`src/rtl/xvga_timing_gen.sv`:
```
// XVGA (1024x768@60) raster timing generator and output stage: counters, sync/blank
// decode, frame tracking, and the latency-matched sync/blank delay with RGB blanking.
module xvga_timing_gen #(
  parameter int unsigned H_ACTIVE      = 1024,
  parameter int unsigned H_FP          = 24,
  parameter int unsigned H_SYNC        = 136,
  parameter int unsigned H_BP          = 160,
  parameter int unsigned V_ACTIVE      = 768,
  parameter int unsigned V_FP          = 3,
  parameter int unsigned V_SYNC        = 6,
  parameter int unsigned V_BP          = 29,
  parameter int unsigned PIXEL_LATENCY = 2
) (
  input  logic        vclock,
  input  logic        reset_n,
  output logic [10:0] hcount,
  output logic [9:0]  vcount,
  output logic        hsync,
  output logic        vsync,
  output logic        blank,
  output logic        frame_start,
  output logic [15:0] frame_count,
  input  logic [23:0] pixel_in,
  output logic        vga_hsync,
  output logic        vga_vsync,
  output logic        vga_blank,
  output logic [23:0] vga_rgb
);

  localparam int unsigned H_TOTAL = H_ACTIVE + H_FP + H_SYNC + H_BP;
  localparam int unsigned V_TOTAL = V_ACTIVE + V_FP + V_SYNC + V_BP;

  localparam logic [10:0] H_LAST   = 11'(H_TOTAL - 1);
  localparam logic [10:0] H_VIS    = 11'(H_ACTIVE);
  localparam logic [10:0] HS_START = 11'(H_ACTIVE + H_FP);
  localparam logic [10:0] HS_END   = 11'(H_ACTIVE + H_FP + H_SYNC);
  localparam logic [9:0]  V_LAST   = 10'(V_TOTAL - 1);
  localparam logic [9:0]  V_VIS    = 10'(V_ACTIVE);
  localparam logic [9:0]  VS_START = 10'(V_ACTIVE + V_FP);
  localparam logic [9:0]  VS_END   = 10'(V_ACTIVE + V_FP + V_SYNC);

  logic [10:0] hcount_q, hcount_d;
  logic [9:0]  vcount_q, vcount_d;
  logic        hsync_q, hsync_d;
  logic        vsync_q, vsync_d;
  logic        blank_q, blank_d;
  logic        frame_start_q, frame_start_d;
  logic [15:0] frame_count_q, frame_count_d;
  logic        h_last, v_last;

  // Decode works on the next counter values so the registered flags line up with the counters.
  always_comb begin
    h_last        = (hcount_q == H_LAST);
    v_last        = (vcount_q == V_LAST);
    hcount_d      = h_last ? '0 : hcount_q + 11'd1;
    vcount_d      = vcount_q;
    if (h_last) begin
      vcount_d = v_last ? '0 : vcount_q + 10'd1;
    end
    hsync_d       = !((hcount_d >= HS_START) && (hcount_d < HS_END));
    vsync_d       = !((vcount_d >= VS_START) && (vcount_d < VS_END));
    blank_d       = (hcount_d >= H_VIS) || (vcount_d >= V_VIS);
    frame_start_d = h_last && v_last;
    frame_count_d = frame_count_q;
    if (h_last && v_last) begin
      frame_count_d = frame_count_q + 16'd1;
    end
  end

  always_ff @(posedge vclock) begin
    if (!reset_n) begin
      hcount_q      <= '0;
      vcount_q      <= '0;
      hsync_q       <= 1'b1;
      vsync_q       <= 1'b1;
      blank_q       <= 1'b0;
      frame_start_q <= 1'b0;
      frame_count_q <= '0;
    end else begin
      hcount_q      <= hcount_d;
      vcount_q      <= vcount_d;
      hsync_q       <= hsync_d;
      vsync_q       <= vsync_d;
      blank_q       <= blank_d;
      frame_start_q <= frame_start_d;
      frame_count_q <= frame_count_d;
    end
  end

  assign hcount      = hcount_q;
  assign vcount      = vcount_q;
  assign hsync       = hsync_q;
  assign vsync       = vsync_q;
  assign blank       = blank_q;
  assign frame_start = frame_start_q;
  assign frame_count = frame_count_q;

  generate
    if (PIXEL_LATENCY == 0) begin : g_nodelay
      assign vga_hsync = hsync_q;
      assign vga_vsync = vsync_q;
      assign vga_blank = blank_q;
    end else begin : g_delay
      localparam int unsigned DW = 3 * PIXEL_LATENCY;
      // Packed shift register of {hsync, vsync, blank}; newest entry in the low 3 bits.
      logic [DW-1:0] dly_q, dly_d;

      always_comb begin
        dly_d = (dly_q << 3) | DW'({hsync_q, vsync_q, blank_q});
      end

      always_ff @(posedge vclock) begin
        if (!reset_n) begin
          dly_q <= '1;
        end else begin
          dly_q <= dly_d;
        end
      end

      assign vga_hsync = dly_q[DW-1];
      assign vga_vsync = dly_q[DW-2];
      assign vga_blank = dly_q[DW-3];
    end
  endgenerate

  always_comb begin
    vga_rgb = vga_blank ? '0 : pixel_in;
  end

endmodule
```
`config.mk`:
```
export PLATFORM = sky130hd
export DESIGN_NAME = xvga_timing_gen
export DESIGN_NICKNAME = d
export VERILOG_FILES = /design/src/rtl/xvga_timing_gen.sv
export SDC_FILE = /design/constraint.sdc
export NUM_CORES = 1
export LEC_CHECK = 0
export CORE_AREA = 10 10 94 96
export CTS_BUF_LIST = sky130_fd_sc_hd__clkbuf_4 sky130_fd_sc_hd__clkbuf_8 sky130_fd_sc_hd__clkbuf_16
export DETAILED_ROUTE_END_ITERATION = 10
export DIE_AREA = 0 0 104 106
export GPL_TIMING_DRIVEN = 0
export PLACE_DENSITY_LB_ADDON = 0.25
export SYNTH_ARGS = -nofsm -noshare
export SYNTH_HDL_FRONTEND = slang
export SYNTH_SLANG_ARGS = --single-unit
```
`constraint.sdc`:
```
create_clock -name vclock -period 4.62 [get_ports vclock]
set_clock_uncertainty 0.15 [all_clocks]
set_input_delay 0.924 -clock vclock [delete_from_list [all_inputs] [get_ports vclock]]
set_output_delay 0.924 -clock vclock [all_outputs]
set_load 0.005 [all_outputs]
```
==> run summary <==
The post-synthesis sequential area ratio is between 30% and 40%. The count of H-tree levels built during CTS came out at 2. Input and output buffers added on the ports amount to slightly above 90.

The critical path ends at vga_rgb[2]. The post-layout net count is 419. The most numerous cell type found on the critical path is clkdlybuf4s50_1. The starting utilization of the core area is 34.1%. Headroom to the max-slew limit came out at between 50% and 60%.

The number of cell instances on the worst register-to-register path is 7. The signal on the critical path passes through clkdlybuf4s50_1 > nor2b_1 > clkdlybuf4s50_1. The total I/O pin count is 94. After synthesis, the mean cell area works out to around 8.4 um2. The source of the worst register-to-register timing path is hcount[0]. The synthesized netlist cell count came out at ~290.

The critical path crosses 3 cells after its start point. The fraction of registers with async set or reset after synthesis is 0%. The area growth from synthesis to layout is 48.5%. The peak ir drop on the vdd network is ~0.11 mV. The most used flip-flop cell after synthesis is dfxtp_1. The first global-routing pass estimated approximately 11000 um of wire. The row count is 31. TritonCTS built the clock tree. The endpoint identified for the worst register-to-register timing path is blank. After the first detailed-routing iteration, the DRC count stood at 75. The final design utilization is about half. The required time at the worst-slack endpoint is 3.55 ns. The largest delay contributor family on the critical path is buffers and inverters. After synthesis the cells add up to 2410 um2. The initial antenna violation count is 0. Clock-pin slew was measured on the worst setup and hold paths at 0.08 ns. The total CTS buffers is 5. In the final routed layout, each cell accounts on average for about 14 um.

The arrival time of data at the critical path endpoint is approximately 2.1 ns. The register-to-register setup slack is 1.89 ns. The clock net in this run drives a total of between 40 and 50 sinks.

The nature of the critical path startpoint is a primary input. The time the worst path needs with I/O delays and setup is roughly 3.2 ns. The flow ran to the end, and the final reports show no timing, DRC or antenna violations.

The post-CTS setup-driven buffer insertion count came out at 0. The worst hold slack came out at 0.259 ns. The core region is roughly 7100 um2. The synthesized netlist net count came out at approximately 320.

The delay contributed by the slowest stage of the critical path is 0.53 ns. The combined buffer and inverter count along the critical path came out at 2. The number of flops mapped to enable cells by yosys came out at 0. The diode insertion count for antenna repair came out at 0. The die covers 11000 um2. The root buffer cell chosen for the clock tree is clkbuf_8. Among all stages on the critical path, the largest delay is contributed by clkdlybuf4s50_1. The number of maximum-capacitance violations came out at 0.

The total number of vias came out at about 2400. The remaining routing DRC violations is 0. The all-layer global routing usage came out at about an eighth. The count of endpoints failing hold in the final timing report was 0. Buffers inserted to repair hold after CTS numbered 0.

The category of the worst setup path capture point is an output pin. The final count of negative-setup-slack endpoints is 0. The height of the die came out at between 100 and 150 um. Using the TritonRoute via totals, the vias-per-cell ratio works out to between 4 and 5. Once detailed placement completed, the half-perimeter wirelength came to between 5000 and 6000 um. The maximum fanout along the worst path came out at 1. The iteration count of the initial detailed-routing pass is 4.

The fraction of layout instances using a drive strength above 1 is 5.14%. The static leakage is 0.00124 uW. The number of global-route vias before repair came to 2215. In this run the power density over the cells is around 220 nW/um2. Setup repair after global routing left no endpoint under its margin. For the worst-skew pair, the clock arrives at the later sink with an insertion delay of about 0.30 ns. The die width is about 100 um. The largest buffer count on any clock path is 2. The final total negative setup slack is 0 ns. The transition time at the pin with the least slew margin came out at between 0.6 and 0.7 ns.

The upper clock frequency limit came out at around 0.32 GHz. The unique cell type count in the Yosys netlist is 45. The total detailed-routing wirelength is roughly 7000 um. The number of routed nets with antenna violations came out at 0.

In this run, synthesis produced a sequential element count of between 40 and 50. The largest net degree at the start of global routing is 16. The path class of the tightest hold or removal check is flip-flop to flip-flop.

Post-CTS repair changed the size of 0 cells. Counting instances, the worst hold path has a depth of 1. The number of warnings issued by yosys came out at 0. By startpoint and endpoint, the worst setup path is classified as primary input to output pin.

The total overflow left after global routing is 0. The weighted congestion at the end of routability-driven global placement is 0.824. The number of max-slew violations in the final report is 0. The launching element of the worst setup path is pixel_in[2].

The post-route clock period utilization came out at between 60% and 70%.
[area by class of cell]
class,count,area (um2)
tap,99,124
multi-input combinational,222,1380
timing repair buffer,93,931
fill,733,3480
buffer,12,58.8
inverter,7,26.3
clock inverter,3,43.8
clock buffer,5,68.8
sequential,47,941
[Yosys cell counts (3+ instances only)]
master | number | area, um2
inv_1 | 6 | 22.5
a21oi_1 | 11 | 55.1
nor2b_1 | 26 | 163
xnor2_1 | 17 | 149
nand4_1 | 13 | 81.3
nand2_1 | 19 | 71.3
ha_1 | 5 | 62.6
nand2b_1 | 6 | 37.5
nor2_1 | 40 | 150
o21ai_0 | 8 | 40.0
clkbuf_1 | 8 | 30.0
xor2_1 | 10 | 87.6
nor3_1 | 8 | 40.0
nand3_1 | 16 | 80.1
nor4_1 | 3 | 18.8
dfxtp_1 | 47 | 941
and2_1 | 8 | 50.1
[layer usage]
| layer | track usage [%] | vias to the layer above | wire length, um |
|---|---|---|---|
| li1 | - | 1193 | - |
| met1 | 15.1 | 1083 | 3280 |
| met2 | 19.9 | 100 | 3100 |
| met3 | 4.47 | 4 | 565 |
| met4 | 2.68 | 0 | 47 |
| met5 | 0 | - | 0 |
[flip-flops by register name (all words and copies together) (netlist names)]
register,count
frame_count,16
hcount,11
vcount,10
g_delay.dly_q,6
blank,1
frame_start,1
hsync,1
vsync,1
[through the flow]
stage          area [um2]  worst slack [ns]  total power (uW)  cells
2_1_floorplan        2410              2.18               441    288
3_3_place_gp         3460              1.45               489    480
3_5_place_dp         3460              1.44               490    480
4_1_cts              3570              1.44               792    488
5_1_grt              3570              1.43               811    488
6_report             3570              1.45               780    488
[where the power goes]
| group | internal [uW] | switching, uW |
|---|---|---|
| Combinational | 43.9 | 22.8 |
| Sequential | 408 | 4.71 |
| Clock | 161 | 140 |
| Total | 613 | 167 |
[cells by family (layout without fill, tap and decap cells)]
group | Yosys count | after routing | share of synthesized area [%]
and+or+nand+nor | 158 | 158 | 36.2
DFF | 47 | 47 | 39.1
AOI/OAI and AO/OA | 30 | 30 | 7.95
xor gates and xnor gates | 27 | 27 | 9.82
buffers and inverters | 19 | 120 | 3.53
adders and majority gates | 5 | 5 | 2.60
muxes | 2 | 2 | 0.832
[cell usage in the layout (no fill, tap or decap), types with 2 or more instances in the layout]
master            n
or2_2             2
nand4_1          13
a21oi_1          11
nor2_1           40
nand2b_1          6
nand2_1          19
xor2_1           10
nor3_1            8
nor4_2            2
and2_1            8
or3_1             2
nor4_1            3
and4_1            2
clkbuf_8          5
xnor2_1          17
buf_2             2
o2111ai_1         2
mux2i_1           2
inv_1             6
and3_1            2
clkbuf_1          8
ha_1              5
dfxtp_1          47
nor4bb_1          2
clkdlybuf4s50_1  93
nand3_1          16
o21ai_0           8
nor2b_1          26
[worst min path at each step]
stage                          start          endpoint  slack (ns)
global placement    g_delay.dly_q[2]  g_delay.dly_q[5]        0.24
global route        g_delay.dly_q[0]  g_delay.dly_q[3]        0.27
CTS                 g_delay.dly_q[0]  g_delay.dly_q[3]        0.26
detailed placement  g_delay.dly_q[0]  g_delay.dly_q[3]        0.24
floorplan           g_delay.dly_q[0]  g_delay.dly_q[3]        0.24
finish              g_delay.dly_q[0]  g_delay.dly_q[3]        0.26
Note: power is estimated with default switching activity, not from simulation.
